<file path="config.mk">
export PLATFORM = sky130hd
export DESIGN_NAME = mu0_scan_reader
export DESIGN_NICKNAME = d
export VERILOG_FILES = /design/src/rtl/mu0_scan_pkg.sv /design/src/rtl/mu0_scan_clkgen.sv /design/src/rtl/mu0_scan_reader.sv
export SDC_FILE = /design/constraint.sdc
export NUM_CORES = 1
export LEC_CHECK = 0
export BUFFER_PORTS_ARGS = -buffer_cell sky130_fd_sc_hd__buf_2
export CAP_MARGIN = 20
export CELL_PAD_IN_SITES_DETAIL_PLACEMENT = 2
export CELL_PAD_IN_SITES_GLOBAL_PLACEMENT = 2
export CORE_MARGIN = 2
export CORE_UTILIZATION = 41
export DETAILED_ROUTE_END_ITERATION = 8
export GPL_ROUTABILITY_DRIVEN = 0
export PLACE_DENSITY_LB_ADDON = 0.1
export SYNTH_ARGS = -nofsm -noshare
export SYNTH_HDL_FRONTEND = slang
export SYNTH_SLANG_ARGS = --single-unit
</file>
<file path="constraint.sdc">
create_clock -name clk -period 2.54 [get_ports clk]
set_clock_uncertainty 0.05 [all_clocks]
set_input_delay 0.254 -clock clk [delete_from_list [all_inputs] [get_ports clk]]
set_output_delay 0.254 -clock clk [all_outputs]
set_load 0.01 [all_outputs]
</file>
<file path="src/rtl/mu0_scan_pkg.sv">
// Shared widths, frame layout and FSM encoding for the MU0 scan-path reader.
package mu0_scan_pkg;

    localparam int ACC_W    = 16;
    localparam int PC_W     = 12;
    localparam int FLAG_W   = 2;
    localparam int SCAN_LEN = ACC_W + PC_W + FLAG_W;

    localparam int ACC_LSB  = 0;
    localparam int PC_LSB   = ACC_LSB + ACC_W;
    localparam int FLAG_LSB = PC_LSB + PC_W;

    typedef enum logic [1:0] {
        IDLE  = 2'd0,
        SYNC  = 2'd1,
        SHIFT = 2'd2
    } scan_state_e;

endpackage

</file>
<file path="src/rtl/mu0_scan_clkgen.sv">
// Divides clk into a registered scan_clk (HALF cycles low, HALF high) with
// strobes flagging the clk edge on which scan_clk will rise or fall.
module mu0_scan_clkgen #(
    parameter int HALF = 2
) (
    input  logic clk,
    input  logic rst,
    input  logic en,
    output logic scan_clk,
    output logic rise,
    output logic fall
);
    import mu0_scan_pkg::*;

    localparam int DIV_W = (HALF > 1) ? $clog2(HALF) : 1;

    logic [DIV_W-1:0] div;
    logic             tick;

    assign tick = en && (div == DIV_W'(HALF - 1));
    assign rise = tick && !scan_clk;
    assign fall = tick && scan_clk;

    // Disabling parks the divider at the start of a low phase, so the first
    // pulse after enable is always a full HALF low then HALF high.
    always_ff @(posedge clk or posedge rst) begin
        if (rst) begin
            div      <= '0;
            scan_clk <= 1'b0;
        end else if (!en) begin
            div      <= '0;
            scan_clk <= 1'b0;
        end else if (tick) begin
            div      <= '0;
            scan_clk <= ~scan_clk;
        end else begin
            div      <= div + 1'b1;
        end
    end

endmodule

</file>
<file path="src/rtl/mu0_scan_reader.sv">
// Debugger-side reader: pulses the MU0 scan path, deserialises one frame
// (acc, pc, flags) and publishes it with a start/busy/done handshake.
module mu0_scan_reader #(
    parameter int ACC_W  = mu0_scan_pkg::ACC_W,
    parameter int PC_W   = mu0_scan_pkg::PC_W,
    parameter int FLAG_W = mu0_scan_pkg::FLAG_W,
    parameter int HALF   = 2
) (
    input  logic              clk,
    input  logic              rst,
    input  logic              start,
    output logic              busy,
    output logic              done,
    output logic              snap_valid,
    output logic [ACC_W-1:0]  acc_q,
    output logic [PC_W-1:0]   pc_q,
    output logic [FLAG_W-1:0] flags_q,
    output logic              scan_clk,
    output logic              scan_en,
    input  logic              scan_out
);
    import mu0_scan_pkg::*;

    localparam int FRAME_W = ACC_W + PC_W + FLAG_W;
    localparam int CNT_W   = $clog2(FRAME_W);
    localparam logic [CNT_W-1:0] LAST = CNT_W'(FRAME_W - 1);

    scan_state_e        state;
    logic [CNT_W-1:0]   count;
    logic               hi_seen;
    logic               scan_rise;
    logic               scan_fall;
    logic               sample;
    logic [FRAME_W-2:0] sr;
    logic [FRAME_W-1:0] frame_next;

    mu0_scan_clkgen #(.HALF(HALF)) u_clkgen (
        .clk      (clk),
        .rst      (rst),
        .en       (state != IDLE),
        .scan_clk (scan_clk),
        .rise     (scan_rise),
        .fall     (scan_fall)
    );

    // Sample only at the end of a pulse whose high phase was actually driven.
    assign sample = scan_fall && hi_seen;

    // The last bit goes straight from scan_out into the output registers, so
    // the shift register only needs to hold the first FRAME_W-1 bits.
    assign frame_next = {scan_out, sr};

    always_ff @(posedge clk) begin
        if (sample) begin
            sr <= frame_next[FRAME_W-1:1];
        end
    end

    always_ff @(posedge clk or posedge rst) begin
        if (rst) begin
            state      <= IDLE;
            count      <= '0;
            hi_seen    <= 1'b0;
            scan_en    <= 1'b0;
            busy       <= 1'b0;
            done       <= 1'b0;
            snap_valid <= 1'b0;
            acc_q      <= '0;
            pc_q       <= '0;
            flags_q    <= '0;
        end else begin
            done <= 1'b0;
            if (scan_rise) begin
                hi_seen <= 1'b1;
            end else if (scan_fall) begin
                hi_seen <= 1'b0;
            end
            case (state)
                IDLE: begin
                    hi_seen <= 1'b0;
                    if (start) begin
                        state <= SYNC;
                        busy  <= 1'b1;
                        count <= '0;
                    end
                end
                SYNC: begin
                    if (sample) begin
                        scan_en <= 1'b1;
                        count   <= CNT_W'(1);
                        state   <= SHIFT;
                    end
                end
                SHIFT: begin
                    if (sample) begin
                        if (count == LAST) begin
                            acc_q      <= frame_next[ACC_W-1:0];
                            pc_q       <= frame_next[ACC_W +: PC_W];
                            flags_q    <= frame_next[ACC_W+PC_W +: FLAG_W];
                            scan_en    <= 1'b0;
                            busy       <= 1'b0;
                            snap_valid <= 1'b1;
                            done       <= 1'b1;
                            count      <= '0;
                            state      <= IDLE;
                        end else begin
                            count <= count + 1'b1;
                        end
                    end
                end
                default: state <= IDLE;
            endcase
        end
    end

endmodule

</file>
==> run_results.csv, run 1 <==
group,metric,value,unit
floorplan,core_area,6790,um^2
sta,layout_setup_ws,461,ps
grt,grt_pass1_vias,1772,
clock_tree,cts_setup_buffers,0,
grt,met1_usage,21.7,%
logic_synthesis,ys_warn_count,0,
clock_tree,postCtsResizedCells,0,
logic_synthesis,yosys-top-cells-area,"dfrtp_1, edfxtp_1, mux2_4",
critical_path,arrival,2250,ps
logic_synthesis,yosys.cell_count.top_type,"dfrtp_1",
logic_synthesis,postSynth.asyncResetShare,60.3,%
power_and_ir_drop,leakage,1.66,nW
grt,overflow,0,
final_layout,syn_to_final_growth,17.8,%
sta,setup_viol,0,
grt,grt_pass1_wl,9370,um
drt,wl,5670,um
logic_synthesis,synth_edf_count,29,
place,portBuffers,38,
sta,rsz0062_at_grt,"false",
critical_path,path_max_fanout,32,
clock_tree,cts-hold-fix-buffers,0,
power_and_ir_drop,power_density,760,nW/um^2
job,maxCapViolations,0,
sta,fin_crit,2080,ps
final_layout,fin_cells,320,
clock_tree,clk_latency,340,ps
sta,worstMarginPinSlew,964,ps
logic_synthesis,synth_top_cell_by_area,"dfrtp_1",
floorplan,dieHeight,87.9,um
logic_synthesis,synth-seq-cells,73,
logic_synthesis,avgSynthCellArea,16.8,um^2
sta,relSlewSlack,35.6,%
status,status,"finished clean",
final_layout,final_nets,229,
drt,ant_nets,0,
place,dpl.hpwl,3710,um
sta,period_share,81.8,%
sta,hold_slack,72.9,ps
clock_tree,cts_tree,"yes",
grt,met3_usage,4.52,%
floorplan,ios,39,
critical_path,ff2ff_path_depth,6,
critical_path,crit_end,"pc_q[8]",
clock_tree,clk_pin_slew,80,ps
critical_path,required,2710,ps
critical_path,critPathLaunchType,"flop",
drt,dr.pass1.iters,4,
logic_synthesis,netlist-cell-type-count,32,
grt,use_met2,26.1,%
sta,finalSetupTns,0,ps
clock_tree,root_buffer,"clkbuf_8",
sta,slew_viol_final,0,
drt,drt_iter0_drc,74,
clock_tree,cts_buffers,9,
logic_synthesis,synthTopCellsByCount,"dfrtp_1, edfxtp_1, mux2_4",
logic_synthesis,yosys.area.top_type_share,38.2,%
final_layout,final_util,50.0,%
drt,routedWlPerCell,17.7,um
grt,grtUsageTotal,16.3,%
logic_synthesis,yosysSeqAreaShare,68.4,%
floorplan,die_x,87.9,um
logic_synthesis,synthFlopType,"dfrtp_1",
critical_path,path_class,"flop to flop",
floorplan,dieArea,7720,um^2
power_and_ir_drop,peakVddDrop,290,uV
final_layout,drive_above_1_share,40.6,%
grt,antenna_found_initial,0,
logic_synthesis,synth_nets,182,
place,post-place-cells,304,
grt,busiest_layer,"met2",
floorplan,std_cell_rows,30,
critical_path,setup.worst_path.start,"state[0]",
drt,vias_per_cell,4.92,
logic_synthesis,syn_inst,172,
logic_synthesis,synthesis.area,2880,um^2
drt,post-route-drc-count,0,
clock_tree,clockBufferDepth,2,
clock_tree,htree_levels,3,
floorplan,initial_core_util,42.4,%
drt,via_count,1573,
sta,timing.final.hold_violations,0,
grt,grt_start_max_net_pins,45,
final_layout,insertedDiodeCount,0,
clock_tree,numClockSinks,73,
critical_path,rr_endpoint,"pc_q[8]",
worst_hold_path,hold_path_class,"input port to async pin",
place,post-place-ws,447,ps
sta,max_freq,481,MHz
critical_path,reg2reg_setup_slack,460,ps
critical_path,regToRegStartpoint,"state[0]",
critical_path,critPathCaptureType,"flop",
[stage by stage]
stage	area (um^2)	total power, mW
after floorplan	2880	1.52
after global placement	3180	1.58
after detailed placement	3180	1.61
after CTS	3400	2.62
after global routing	3400	2.70
final	3400	2.58
[layout make-up]
class / count / area (um^2)
Clock buffer: 10 / 128
Clock inverter: 6 / 90.1
Fill cell: 639 / 3400
Inverter: 9 / 33.8
Multi-Input combinational cell: 85 / 830
Sequential cell: 73 / 1970
Tap cell: 96 / 120
Timing Repair Buffer: 41 / 225
[registers in the layout (all words and copies together), names as in the netlist, 2 cells and up]
signal,cells
acc_q,16
pc_q,12
flags_q,2
sr,29
count,5
state,2
[power breakdown]
part	switching, mW	internal, mW
Combinational	0.169	0.108
Sequential	0.0405	1.27
Clock	0.440	0.559
[routing by layer]
metal,routed length (um),vias up,part of all wire [%]
li1,-,711,-
met1,2500,823,44
met2,2900,34,51
met3,216,5,3.8
met4,48,0,0.85
met5,0,-,0
[worst min-delay path by stage]
stage          slack (ps)     start  endpoint
3_3_place_gp          380    sr[11]    sr[10]
6_report               70       rst  acc_q[1]
3_5_place_dp          390    sr[26]    sr[25]
5_1_grt                70  scan_out    sr[28]
4_1_cts                70  scan_out    sr[28]
2_1_floorplan         300  scan_out    sr[28]
[worst max-delay path, cell delays in order (launching register included)]
cell and delay [ps]:
dfrtp_1 420, inv_1 100, ha_1 290, and4b_2 350, nand3_4 120, buf_12 260
mux2_2 370
[cell usage in the layout, fill, tap and decap left out, types with 2 or more instances in the layout]
| cell type | count |
|---|---|
| buf_2 | 38 |
| bufinv_16 | 2 |
| clkbuf_8 | 9 |
| inv_6 | 2 |
| nand2_1 | 6 |
| dfrtp_1 | 44 |
| a31oi_1 | 4 |
| nor4_1 | 2 |
| ha_1 | 6 |
| nor2_1 | 5 |
| a21oi_1 | 6 |
| nand2b_1 | 4 |
| edfxtp_1 | 29 |
| o21ai_0 | 2 |
| nand3_1 | 3 |
| mux2_4 | 28 |
| o21bai_1 | 2 |
| mux2_2 | 2 |
| buf_4 | 2 |
| inv_1 | 8 |
[logic make-up (layout without fill, tap and decap cells)]
group,Yosys count,after routing,share of synthesized area (%)
flip-flops,73,73,68.4
multiplexers,30,30,15.4
AND/OR/NAND/NOR,28,28,5.60
AO/OA/AOI/OAI,21,21,5.16
buffers and inverters,14,66,2.91
adder cells (fa/ha/maj),6,6,2.60
Note: power is estimated with default switching activity, not from simulation.
==> run 2: changes to the inputs <==
==> constraint.sdc (replaced) <==
create_clock -name clk -period 2.16 [get_ports clk]
set_clock_uncertainty 0.05 [all_clocks]
set_input_delay 0.216 -clock clk [delete_from_list [all_inputs] [get_ports clk]]
set_output_delay 0.216 -clock clk [all_outputs]
set_load 0.01 [all_outputs]
==> run 2 against run 1 <==
  * Power rose by 17%
  * Combinational power rose by 25%
  * Cell count rose by 1.3%
  * Hold slack got worse by 48 ps
  * Via count barely moved
  * Utilization rose by 0.41 points
  * Clock-buffer cell count rose by 1
  * Routed wire length fell by 0.53%
  * Critical path depth did not move
  * Global-route usage fell by 0.062 points
  * Critical endpoint is now acc_q[8]
  * Largest power group unchanged
==> run_results.csv, run 2 (synthesized netlist as in run 1, its figures left out) <==
group,metric,value,unit
final_layout,final_util,50.4,%
final_layout,drive_above_1_share,40.8,%
critical_path,ff2ff_path_depth,6,
floorplan,ios,39,
critical_path,slowest_stage,"and4b_2",
drt,post-route-drc-count,0,
critical_path,arrival,2190,ps
critical_path,setup.worst_path.start,"state[0]",
place,dpl.hpwl,3900,um
drt,ant_nets,0,
final_layout,largestRegisters,"sr (29), acc_q (16), pc_q (12)",
sta,fin_crit,2010,ps
floorplan,dieArea,7720,um^2
status,status,"finished clean",
sta,relSlewSlack,56.8,%
final_layout,final_common_cell,"dfrtp_1",
grt,grt_pass1_vias,1790,
clock_tree,cts_tree,"yes",
grt,grtUsageTotal,16.2,%
final_layout,largest_reg_flops,29,
clock_tree,numClockSinks,73,
drt,routedWlPerCell,17.4,um
floorplan,core_area,6790,um^2
critical_path,critPathMaxStageDelay,430,ps
critical_path,critPathLaunchType,"flop",
place,portBuffers,38,
clock_tree,clk_latency,340,ps
grt,grt_pass1_wl,9320,um
sta,slew_viol_final,0,
clock_tree,postCtsResizedCells,0,
final_layout,n_fill_cell,635,
drt,via_count,1574,
sta,period_share,93.2,%
critical_path,crit_end,"acc_q[8]",
job,maxCapViolations,0,
critical_path,required,2330,ps
critical_path,path_class,"flop to flop",
clock_tree,cts_buffers,9,
power_and_ir_drop,peakVddDrop,417,uV
worst_hold_path,hold_path_class,"input port to flop",
final_layout,top_register,"sr",
sta,finalSetupTns,0,ps
clock_tree,cts_setup_buffers,0,
critical_path,critPathCaptureType,"flop",
drt,dr.pass1.iters,4,
floorplan,dieHeight,87.9,um
clock_tree,clockBufferDepth,2,
critical_path,regToRegStartpoint,"state[0]",
clock_tree,root_buffer,"clkbuf_8",
critical_path,path_max_fanout,15,
grt,grt_start_max_net_pins,31,
final_layout,final_nets,233,
clock_tree,cts-hold-fix-buffers,1,
sta,worstMarginPinSlew,647,ps
drt,wl,5640,um
sta,max_freq,497,MHz
critical_path,rr_endpoint,"acc_q[8]",
clock_tree,clk_pin_slew,70,ps
critical_path,reg2reg_setup_slack,150,ps
final_layout,insertedDiodeCount,0,
sta,setup_viol,0,
floorplan,std_cell_rows,30,
floorplan,initial_core_util,42.4,%
drt,vias_per_cell,4.86,
worst_hold_path,hold_path_startpoint,"scan_out",
final_layout,syn_to_final_growth,18.8,%
drt,drt_iter0_drc,47,
critical_path,crit_chain,"inv_1 -> ha_1 -> and4b_2 -> nand3_4 -> buf_4 -> mux2_4",
grt,antenna_found_initial,0,
power_and_ir_drop,power_density,883,nW/um^2
grt,overflow,0,
floorplan,die_x,87.9,um
sta,rsz0062_at_grt,"false",
sta,timing.final.hold_violations,0,
clock_tree,htree_levels,3,
final_layout,final_cell_mix,"dfrtp_1, buf_2, edfxtp_1",
power_and_ir_drop,leakage,1.67,nW
## run 2: cell types whose count changed in the layout (fill, tap and decap cells not counted)
cell	before	now
clkinv_4	0	1
buf_4	2	5
clkbuf_1	1	2
dlygate4sd3_1	0	1
inv_6	2	0
## run 2: where the power goes
part | internal, mW | switching [mW]
Clock | 0.651 | 0.494
Combinational | 0.139 | 0.206
Sequential | 1.49 | 0.0479
## run 2: how the worst min path moves through the flow
stage	end	slack, ps	cells past startpoint
after floorplan	sr[28]	260	0
after global placement	acc_q[1]	290	2
after detailed placement	acc_q[2]	310	2
after CTS	sr[28]	0.4	1
after global routing	sr[28]	10	1
final	sr[28]	20	1
## run 2: cell type report
| class | instances | area [um^2] | share of cell area (%) |
|---|---|---|---|
| sequential | 73 | 1970 | 57.6 |
| multi-input combinational | 85 | 830 | 24.2 |
| timing repair buffer | 45 | 258 | 7.52 |
| clock buffer | 11 | 131 | 3.83 |
| tap | 96 | 120 | 3.51 |
| clock inverter | 5 | 81.3 | 2.37 |
| inverter | 9 | 33.8 | 0.986 |
## run 2: per-stage QoR
stage          cells  total power [mW]  setup WS, ps  cell area, um^2  hold WS [ps]
2_1_floorplan    172              1.79           181             2880           265
6_report         324              3.03           148             3430          25.0
5_1_grt          324              3.17          15.8             3430          11.6
3_5_place_dp     307              1.91           150             3200           306
4_1_cts          324              3.08           134             3430         0.372
3_3_place_gp     307              1.88           271             3200           287
## run 2: routing by layer
| metal | track usage, % | share of wire, % |
|---|---|---|
| met1 | 21.8 | 45 |
| met2 | 24.9 | 50 |
| met3 | 3.39 | 3.9 |
| met4 | 8.11 | 1.6 |
| met5 | 0 | 0 |
## run 2: critical path: cells and delay by family (launching register included)
| family | cells | cell delay (ps) |
|---|---|---|
| and+or+nand+nor | 2 | 550 |
| DFF | 1 | 400 |
| buffers and inverters | 2 | 350 |
| muxes | 1 | 320 |
| adders and majority gates | 1 | 220 |
